$ cat src/rtl/bypass_adder_pkg.sv
// Shared constants and elaboration-time helpers for the pipelined carry-skip adder.
package bypass_adder_pkg;

    localparam int DEF_WIDTH  = 32;
    localparam int DEF_BLOCK  = 4;
    localparam int DEF_STAGES = 2;

    // Number of carry-skip blocks across the full operand width.
    function automatic int num_blocks(input int width, input int block);
        if (block <= 0) begin
            return 0;
        end
        return width / block;
    endfunction

    // Number of skip blocks handled by each pipeline segment.
    function automatic int blocks_per_stage(input int width, input int block, input int stages);
        if (stages <= 0) begin
            return 0;
        end
        return num_blocks(width, block) / stages;
    endfunction

    // True when the width/block/stage combination splits evenly into segments.
    function automatic bit params_legal(input int width, input int block, input int stages);
        if (width <= 0 || block <= 0 || stages < 1) begin
            return 1'b0;
        end
        if ((width % block) != 0) begin
            return 1'b0;
        end
        return ((width / block) % stages) == 0;
    endfunction

endpackage

$ cat src/rtl/bypass_adder_pipe_if.sv
// Operand/result handshake bundle for bypass_adder_pipe.
// Ovf is only present when BYPASS_ADDER_OVF_EN is defined.
interface bypass_adder_pipe_if
    import bypass_adder_pkg::*;
#(
    parameter int WIDTH = DEF_WIDTH
);

    logic             in_valid;
    logic             in_ready;
    logic [WIDTH-1:0] A;
    logic [WIDTH-1:0] B;
    logic             Cin;
    logic             out_valid;
    logic             out_ready;
    logic [WIDTH-1:0] Sum;
    logic             Cout;
`ifdef BYPASS_ADDER_OVF_EN
    logic             Ovf;
`endif

`ifdef BYPASS_ADDER_OVF_EN
    modport master (
        output in_valid, A, B, Cin, out_ready,
        input  in_ready, out_valid, Sum, Cout, Ovf
    );

    modport slave (
        input  in_valid, A, B, Cin, out_ready,
        output in_ready, out_valid, Sum, Cout, Ovf
    );
`else
    modport master (
        output in_valid, A, B, Cin, out_ready,
        input  in_ready, out_valid, Sum, Cout
    );

    modport slave (
        input  in_valid, A, B, Cin, out_ready,
        output in_ready, out_valid, Sum, Cout
    );
`endif

endinterface

$ cat src/rtl/bypass_skip_block.sv
// One carry-skip block: BLOCK-bit ripple section plus a skip mux that forwards
// the block carry-in directly when every bit position propagates.
module bypass_skip_block #(
    parameter int BLOCK = 4
) (
    input  logic [BLOCK-1:0] a,
    input  logic [BLOCK-1:0] b,
    input  logic             cin,
    output logic [BLOCK-1:0] s,
    output logic             cout
);

    logic [BLOCK-1:0] p_bits;
    logic             ripple_cout;

    assign p_bits = a ^ b;

    // Ripple the carry through the block, producing sum bits and the slow carry-out.
    always_comb begin : ripple
        logic c;
        c = cin;
        s = '0;
        for (int i = 0; i < BLOCK; i++) begin
            s[i] = p_bits[i] ^ c;
            c    = (a[i] & b[i]) | (c & p_bits[i]);
        end
        ripple_cout = c;
    end

    // When all positions propagate the ripple result equals cin anyway; the mux
    // just lets the carry skip the ripple chain.
    assign cout = (&p_bits) ? cin : ripple_cout;

endmodule

$ cat src/rtl/bypass_adder_pipe.sv
// Pipelined carry-skip adder. The skip-block chain is cut into STAGES segments;
// segment 0 works on the incoming operands, segment k on the registers of
// segment k-1. A single advance signal moves the whole pipe or freezes it.
// Optional signed-overflow output: define BYPASS_ADDER_OVF_EN.
module bypass_adder_pipe
    import bypass_adder_pkg::*;
#(
    parameter int WIDTH  = DEF_WIDTH,
    parameter int BLOCK  = DEF_BLOCK,
    parameter int STAGES = DEF_STAGES
) (
    input  logic                clk,
    input  logic                rst,
    bypass_adder_pipe_if.slave  bus
);

    localparam int BPS = blocks_per_stage(WIDTH, BLOCK, STAGES);
    localparam int SW  = BPS * BLOCK;

    if (!params_legal(WIDTH, BLOCK, STAGES)) begin : g_param_check
        $fatal(1, "bypass_adder_pipe: WIDTH must be a multiple of BLOCK and WIDTH/BLOCK a multiple of STAGES");
    end

    // Stage registers: operands still to be consumed, partial sum, running carry, valid.
    logic [WIDTH-1:0]  a_reg      [STAGES];
    logic [WIDTH-1:0]  b_reg      [STAGES];
    logic [WIDTH-1:0]  sum_reg    [STAGES];
    logic [STAGES-1:0] carry_reg;
    logic [STAGES-1:0] valid_reg;

    // Per-segment inputs (from the bus or the previous stage) and results.
    logic [WIDTH-1:0]  seg_a      [STAGES];
    logic [WIDTH-1:0]  seg_b      [STAGES];
    logic [WIDTH-1:0]  seg_sum_in [STAGES];
    logic [WIDTH-1:0]  next_sum   [STAGES];
    logic [STAGES-1:0] seg_cin;
    logic [STAGES-1:0] seg_vin;
    logic [STAGES-1:0] next_carry;

    logic adv;

    assign adv           = !valid_reg[STAGES-1] | bus.out_ready;
    assign bus.in_ready  = adv;
    assign bus.out_valid = valid_reg[STAGES-1];
    assign bus.Sum       = sum_reg[STAGES-1];
    assign bus.Cout      = carry_reg[STAGES-1];

    for (genvar gi = 0; gi < STAGES; gi++) begin : g_seg
        logic [SW-1:0] seg_s;

        if (gi == 0) begin : g_src
            assign seg_a[gi]      = bus.A;
            assign seg_b[gi]      = bus.B;
            assign seg_sum_in[gi] = '0;
            assign seg_cin[gi]    = bus.Cin;
            assign seg_vin[gi]    = bus.in_valid;
        end else begin : g_src
            assign seg_a[gi]      = a_reg[gi-1];
            assign seg_b[gi]      = b_reg[gi-1];
            assign seg_sum_in[gi] = sum_reg[gi-1];
            assign seg_cin[gi]    = carry_reg[gi-1];
            assign seg_vin[gi]    = valid_reg[gi-1];
        end

        for (genvar gj = 0; gj < BPS; gj++) begin : g_blk
            localparam int LSB = (gi * BPS + gj) * BLOCK;
            logic blk_cin;
            logic blk_cout;

            if (gj == 0) begin : g_cin
                assign blk_cin = seg_cin[gi];
            end else begin : g_cin
                assign blk_cin = g_blk[gj-1].blk_cout;
            end

            bypass_skip_block #(
                .BLOCK (BLOCK)
            ) u_skip (
                .a    (seg_a[gi][LSB +: BLOCK]),
                .b    (seg_b[gi][LSB +: BLOCK]),
                .cin  (blk_cin),
                .s    (seg_s[gj*BLOCK +: BLOCK]),
                .cout (blk_cout)
            );
        end

        // Bits above the current segment are still zero in the partial sum,
        // so the new segment can simply be OR-ed into place.
        assign next_carry[gi] = g_blk[BPS-1].blk_cout;
        assign next_sum[gi]   = seg_sum_in[gi] | (WIDTH'(seg_s) << (gi * SW));
    end

`ifdef BYPASS_ADDER_OVF_EN
    logic ovf_next;
    logic ovf_reg;

    // Operand MSBs reach the last segment through the operand registers.
    assign ovf_next = (seg_a[STAGES-1][WIDTH-1] == seg_b[STAGES-1][WIDTH-1]) &
                      (next_sum[STAGES-1][WIDTH-1] != seg_a[STAGES-1][WIDTH-1]);
    assign bus.Ovf  = ovf_reg;
`endif

    // Control and result registers: cleared on reset, shifted as a whole on advance.
    always_ff @(posedge clk) begin
        if (rst) begin
            valid_reg <= '0;
            carry_reg <= '0;
            for (int s = 0; s < STAGES; s++) begin
                sum_reg[s] <= '0;
            end
`ifdef BYPASS_ADDER_OVF_EN
            ovf_reg <= 1'b0;
`endif
        end else if (adv) begin
            valid_reg <= seg_vin;
            carry_reg <= next_carry;
            for (int s = 0; s < STAGES; s++) begin
                sum_reg[s] <= next_sum[s];
            end
`ifdef BYPASS_ADDER_OVF_EN
            ovf_reg <= ovf_next;
`endif
        end
    end

    // Operand pipeline: pure data, qualified by valid_reg, so no reset needed.
    always_ff @(posedge clk) begin
        if (adv) begin
            for (int s = 0; s < STAGES; s++) begin
                a_reg[s] <= seg_a[s];
                b_reg[s] <= seg_b[s];
            end
        end
    end

    // The last stage's operand copy has no consumer; synthesis trims it.
    logic unused_ops;
    assign unused_ops = ^{a_reg[STAGES-1], b_reg[STAGES-1]};

endmodule

$ cat src/flat_wrapper.sv
// flat-port wrapper written by rule: the top's interface ports become plain ports
module bypass_adder_pipe_flat import bypass_adder_pkg::*;
#(
    parameter int WIDTH  = DEF_WIDTH,
    parameter int BLOCK  = DEF_BLOCK,
    parameter int STAGES = DEF_STAGES
)
  (clk, rst, bus_in_valid, bus_A, bus_B, bus_Cin, bus_out_ready, bus_in_ready, bus_out_valid, bus_Sum, bus_Cout);
  bypass_adder_pipe_if #(.WIDTH(WIDTH)) bus_i ();
  input  logic clk;
  input  logic rst;
  input wire logic [$bits(bus_i.in_valid)-1:0] bus_in_valid;
  input wire logic [$bits(bus_i.A)-1:0] bus_A;
  input wire logic [$bits(bus_i.B)-1:0] bus_B;
  input wire logic [$bits(bus_i.Cin)-1:0] bus_Cin;
  input wire logic [$bits(bus_i.out_ready)-1:0] bus_out_ready;
  output wire logic [$bits(bus_i.in_ready)-1:0] bus_in_ready;
  output wire logic [$bits(bus_i.out_valid)-1:0] bus_out_valid;
  output wire logic [$bits(bus_i.Sum)-1:0] bus_Sum;
  output wire logic [$bits(bus_i.Cout)-1:0] bus_Cout;
  assign bus_i.in_valid = bus_in_valid;
  assign bus_i.A = bus_A;
  assign bus_i.B = bus_B;
  assign bus_i.Cin = bus_Cin;
  assign bus_i.out_ready = bus_out_ready;
  assign bus_in_ready = bus_i.in_ready;
  assign bus_out_valid = bus_i.out_valid;
  assign bus_Sum = bus_i.Sum;
  assign bus_Cout = bus_i.Cout;
  bypass_adder_pipe #(.WIDTH(WIDTH), .BLOCK(BLOCK), .STAGES(STAGES)) u_core (.clk(clk), .rst(rst), .bus(bus_i));
endmodule
$ cat config.mk
export PLATFORM = sky130hd
export DESIGN_NAME = bypass_adder_pipe_flat
export DESIGN_NICKNAME = d
export VERILOG_FILES = /design/src/rtl/bypass_adder_pkg.sv /design/src/rtl/bypass_adder_pipe_if.sv /design/src/rtl/bypass_skip_block.sv /design/src/rtl/bypass_adder_pipe.sv /design/src/flat_wrapper.sv
export SDC_FILE = /design/constraint.sdc
export NUM_CORES = 1
export LEC_CHECK = 0
export CAP_MARGIN = 20
export CORE_MARGIN = 4
export CORE_UTILIZATION = 35
export DETAILED_ROUTE_END_ITERATION = 10
export PLACE_DENSITY = 0.55
export SYNTH_ARGS = -nofsm -noshare
export SYNTH_HDL_FRONTEND = slang
export SYNTH_HIERARCHICAL = 1
export SYNTH_SLANG_ARGS = --single-unit
$ cat constraint.sdc
create_clock -name clk -period 9.4 [get_ports clk]
set_input_delay 1.41 -clock clk [delete_from_list [all_inputs] [get_ports clk]]
set_output_delay 1.41 -clock clk [all_outputs]
set_load 0.01 [all_outputs]
==> results.py <==
metrics = {
    "status": {
        "status": "completed",
    },
    "yosys": {
        "synth_nets": 451,
        "synth_area_mm2": 0.00482,
        "synth_cell_types": 18,
        "yosys.area.top_type": "edfxtp_1",
        "async_flop_share_pct": 0,
        "yosysSeqAreaShare_pct": 51.5,
        "syn_avg_cell_area_um2": 15.2,
        "ys_top_cells_by_area": "edfxtp_1, fa_1, nor3b_2, ha_1, inv_1",
        "yosysTopAreaCellShare_pct": 49.9,
        "synth_edf_count": 80,
        "synthTopCellsByCount": "inv_1, edfxtp_1, nor3b_2",
        "ys_warn_count": 6,
        "synth_most_common_cell": "inv_1",
        "syn_inst": 318,
        "ys_ff_latch": 84,
        "ys_dominant_reg_cell": "edfxtp_1",
    },
    "setup_path": {
        "crit_required_ps": 9450,
        "worstSetupStartpoint": "bus_A[0]",
        "crit_buf_inv": 14,
        "end_kind": "flop",
        "slowest_stage": "clkdlybuf4s50_1",
        "worst_path_most_repeated_cell": "fa_1",
        "worstSetupPathType": "input port to flop",
        "worstRegToRegCells": 33,
        "worst-path-max-fanout": 2,
        "rr_endpoint": "u_core/sum_reg[0][63]",
        "reg2reg_slack_ps": 2680,
        "cp_data_arrival_time_ps": 8080,
        "crit_family": "adder cells",
        "r2r-start": "u_core/carry_reg[0]",
        "critical-path-max-stage-delay_ps": 530,
        "cp-start-kind": "input port",
    },
    "clock_tree": {
        "cts_sinks": 84,
        "cts-htree-levels": 3,
        "cts.clk_slew.worst_paths_ps": 60,
        "clock_path_buffers": 2,
        "cts_tree": "yes",
        "cts_setup_buffers": 0,
        "cts.repair.resized": 0,
        "numCtsBuffers": 9,
        "cts_hold_buf": 0,
        "root_buffer": "clkbuf_16",
        "clock_latency_ps": 340,
    },
    "timing": {
        "relSlewSlack_pct": 39.0,
        "finalSetupTns_ps": 0,
        "fin_crit_ps": 8030,
        "finalClockSkew_ps": 7.54,
        "worst_slew_pin_slew_ps": 914,
        "setup_viol": 0,
        "slew_viol_final": 0,
        "fin_crit_sh_pct": 85.4,
        "holdWs_ps": 447,
        "max_clock_freq_mhz": 125,
        "rsz0062_at_grt": "false",
        "hold_viol": 0,
    },
    "global_routing": {
        "grt_usage_pct": 11.4,
        "grt_pass1_wl_um": 13900,
        "grt_pass1_vias": 2801,
        "grt_max_degree": 57,
        "antenna_found_initial": 0,
        "overflow": 0,
    },
    "drt": {
        "wl_per_cell_um": 14.0,
        "via_per_inst": 4.28,
        "drc": 0,
        "routed_wl_um": 8470,
        "ant_nets": 0,
        "via_count": 2583,
        "drtIter0Drc": 137,
        "dr.pass1.iters": 4,
    },
    "die": {
        "die_w_um": 125,
        "start_util_pct": 36.1,
        "die_h_um": 125,
        "die-area_mm2": 0.0157,
        "core_area_mm2": 0.0133,
        "row_count": 42,
        "num_io_pins": 104,
    },
    "pwr": {
        "power.total_uw": 1040,
        "intPower_uw": 804,
        "power_leakage_uw": 0.00269,
        "switching_share_pct": 22.6,
        "pwr_density_cell_mw_per_mm2": 166,
        "ir_worst_vdd_uv": 77.3,
        "power_frac_seq_pct": 45.4,
        "netSwitchingPower_uw": 234,
        "pwr-share-comb_pct": 19.0,
        "power_frac_clock_pct": 35.5,
    },
    "finish": {
        "post-route-util_pct": 46.8,
        "num_antenna_cells": 0,
        "final_cells": 603,
        "layout-drive-gt1-share_pct": 16.6,
        "area_growth_pct": 29.6,
        "fin_nets": 555,
        "fillers": 1239,
        "largest_reg_flops": 48,
    },
    "worst_hold_path": {
        "hold_class": "flop to flop",
        "hp-start": "u_core/valid_reg[0]",
        "worstHoldEndpoint": "u_core/valid_reg[1]",
        "hold_depth": 2,
    },
    "placed_design": {
        "gp_congestion": 0.722,
        "hpwlAfterDp_um": 6160,
        "place_inst": 587,
        "port_buffers": 103,
    },
    "run": {
        "drv_cap": 0,
    },
}
## metrics by stage
stage | instance area (um2) | worst slack (ps)
floorplan | 4820 | 2200
global placement | 5930 | 1210
detailed placement | 5930 | 979
CTS | 6240 | 1330
global route | 6240 | 915
finish | 6240 | 1370
## power by group through the flow
| stage | Sequential (uW) | Clock (uW) | Combinational, uW |
|---|---|---|---|
| 4_1_cts | 473 | 384 | 203 |
| 2_1_floorplan | 488 | 0 | 97.3 |
| 5_1_grt | 477 | 398 | 223 |
| 3_5_place_dp | 481 | 0 | 200 |
| 3_3_place_gp | 480 | 0 | 199 |
| 6_report | 472 | 369 | 197 |
## metal layers
metal	wire length (um)	share of wire [%]	up-vias	GRT usage, %
met5	0	0	-	0
met3	295	3.5	12	2.60
li1	-	-	1243	-
met4	211	2.5	0	6.06
met1	3570	42	1270	13.1
met2	4390	52	58	19.9
## worst min-delay path: stages (launching register included)
cell and delay (ps):
dfxtp_1 310, inv_1 60, a21oi_2 40
## worst max path at each step
stage | end | slack, ps | cells past startpoint
after floorplan | u_core/sum_reg[0][15] | 2200 | 33
after global placement | u_core/sum_reg[0][15] | 1210 | 34
after detailed placement | u_core/sum_reg[0][15] | 980 | 34
after CTS | u_core/sum_reg[0][15] | 1330 | 34
after global routing | u_core/sum_reg[0][15] | 920 | 34
final | u_core/sum_reg[0][15] | 1370 | 34
## cells in the final DEF (no fill, tap or decap)
| master | netlist | layout |
|---|---|---|
| a21oi_2 | 1 | 1 |
| buf_4 | 1 | 3 |
| bufinv_16 | 0 | 2 |
| clkbuf_1 | 0 | 2 |
| clkbuf_16 | 0 | 9 |
| clkdlybuf4s50_1 | 0 | 102 |
| clkinv_2 | 0 | 2 |
| clkinvlp_4 | 0 | 1 |
| dfxtp_1 | 4 | 4 |
| edfxtp_1 | 80 | 80 |
| fa_1 | 32 | 32 |
| ha_1 | 32 | 32 |
| inv_1 | 81 | 81 |
| inv_2 | 1 | 1 |
| mux2i_1 | 8 | 8 |
| nand2b_1 | 4 | 3 |
| nand2b_2 | 0 | 1 |
| nand4_1 | 8 | 8 |
| nand4bb_1 | 3 | 3 |
| nor2b_4 | 1 | 1 |
| nor3b_2 | 48 | 48 |
| o21ai_0 | 1 | 1 |
| o21ai_2 | 2 | 2 |
## cell families after synthesis
family	Yosys count	share of synthesized area, %
buffers and inverters	94	9.56
muxes	8	1.66
DFF	84	51.5
AOI/OAI and AO/OA	4	0.649
and+or+nand+nor	64	15.0
adders and majority gates	64	21.6
## cell type report
| type | count | area, um2 | area share [%] |
|---|---|---|---|
| multi-input cells | 140 | 1880 | 30.1 |
| clock inverters | 5 | 77.6 | 1.24 |
| inverters | 82 | 308 | 4.93 |
| clock buffers | 11 | 233 | 3.73 |
| repair buffers | 105 | 1040 | 16.7 |
| well taps | 176 | 220 | 3.53 |
| flip-flops and latches | 84 | 2480 | 39.8 |
(Power assumes the default switching activity.)
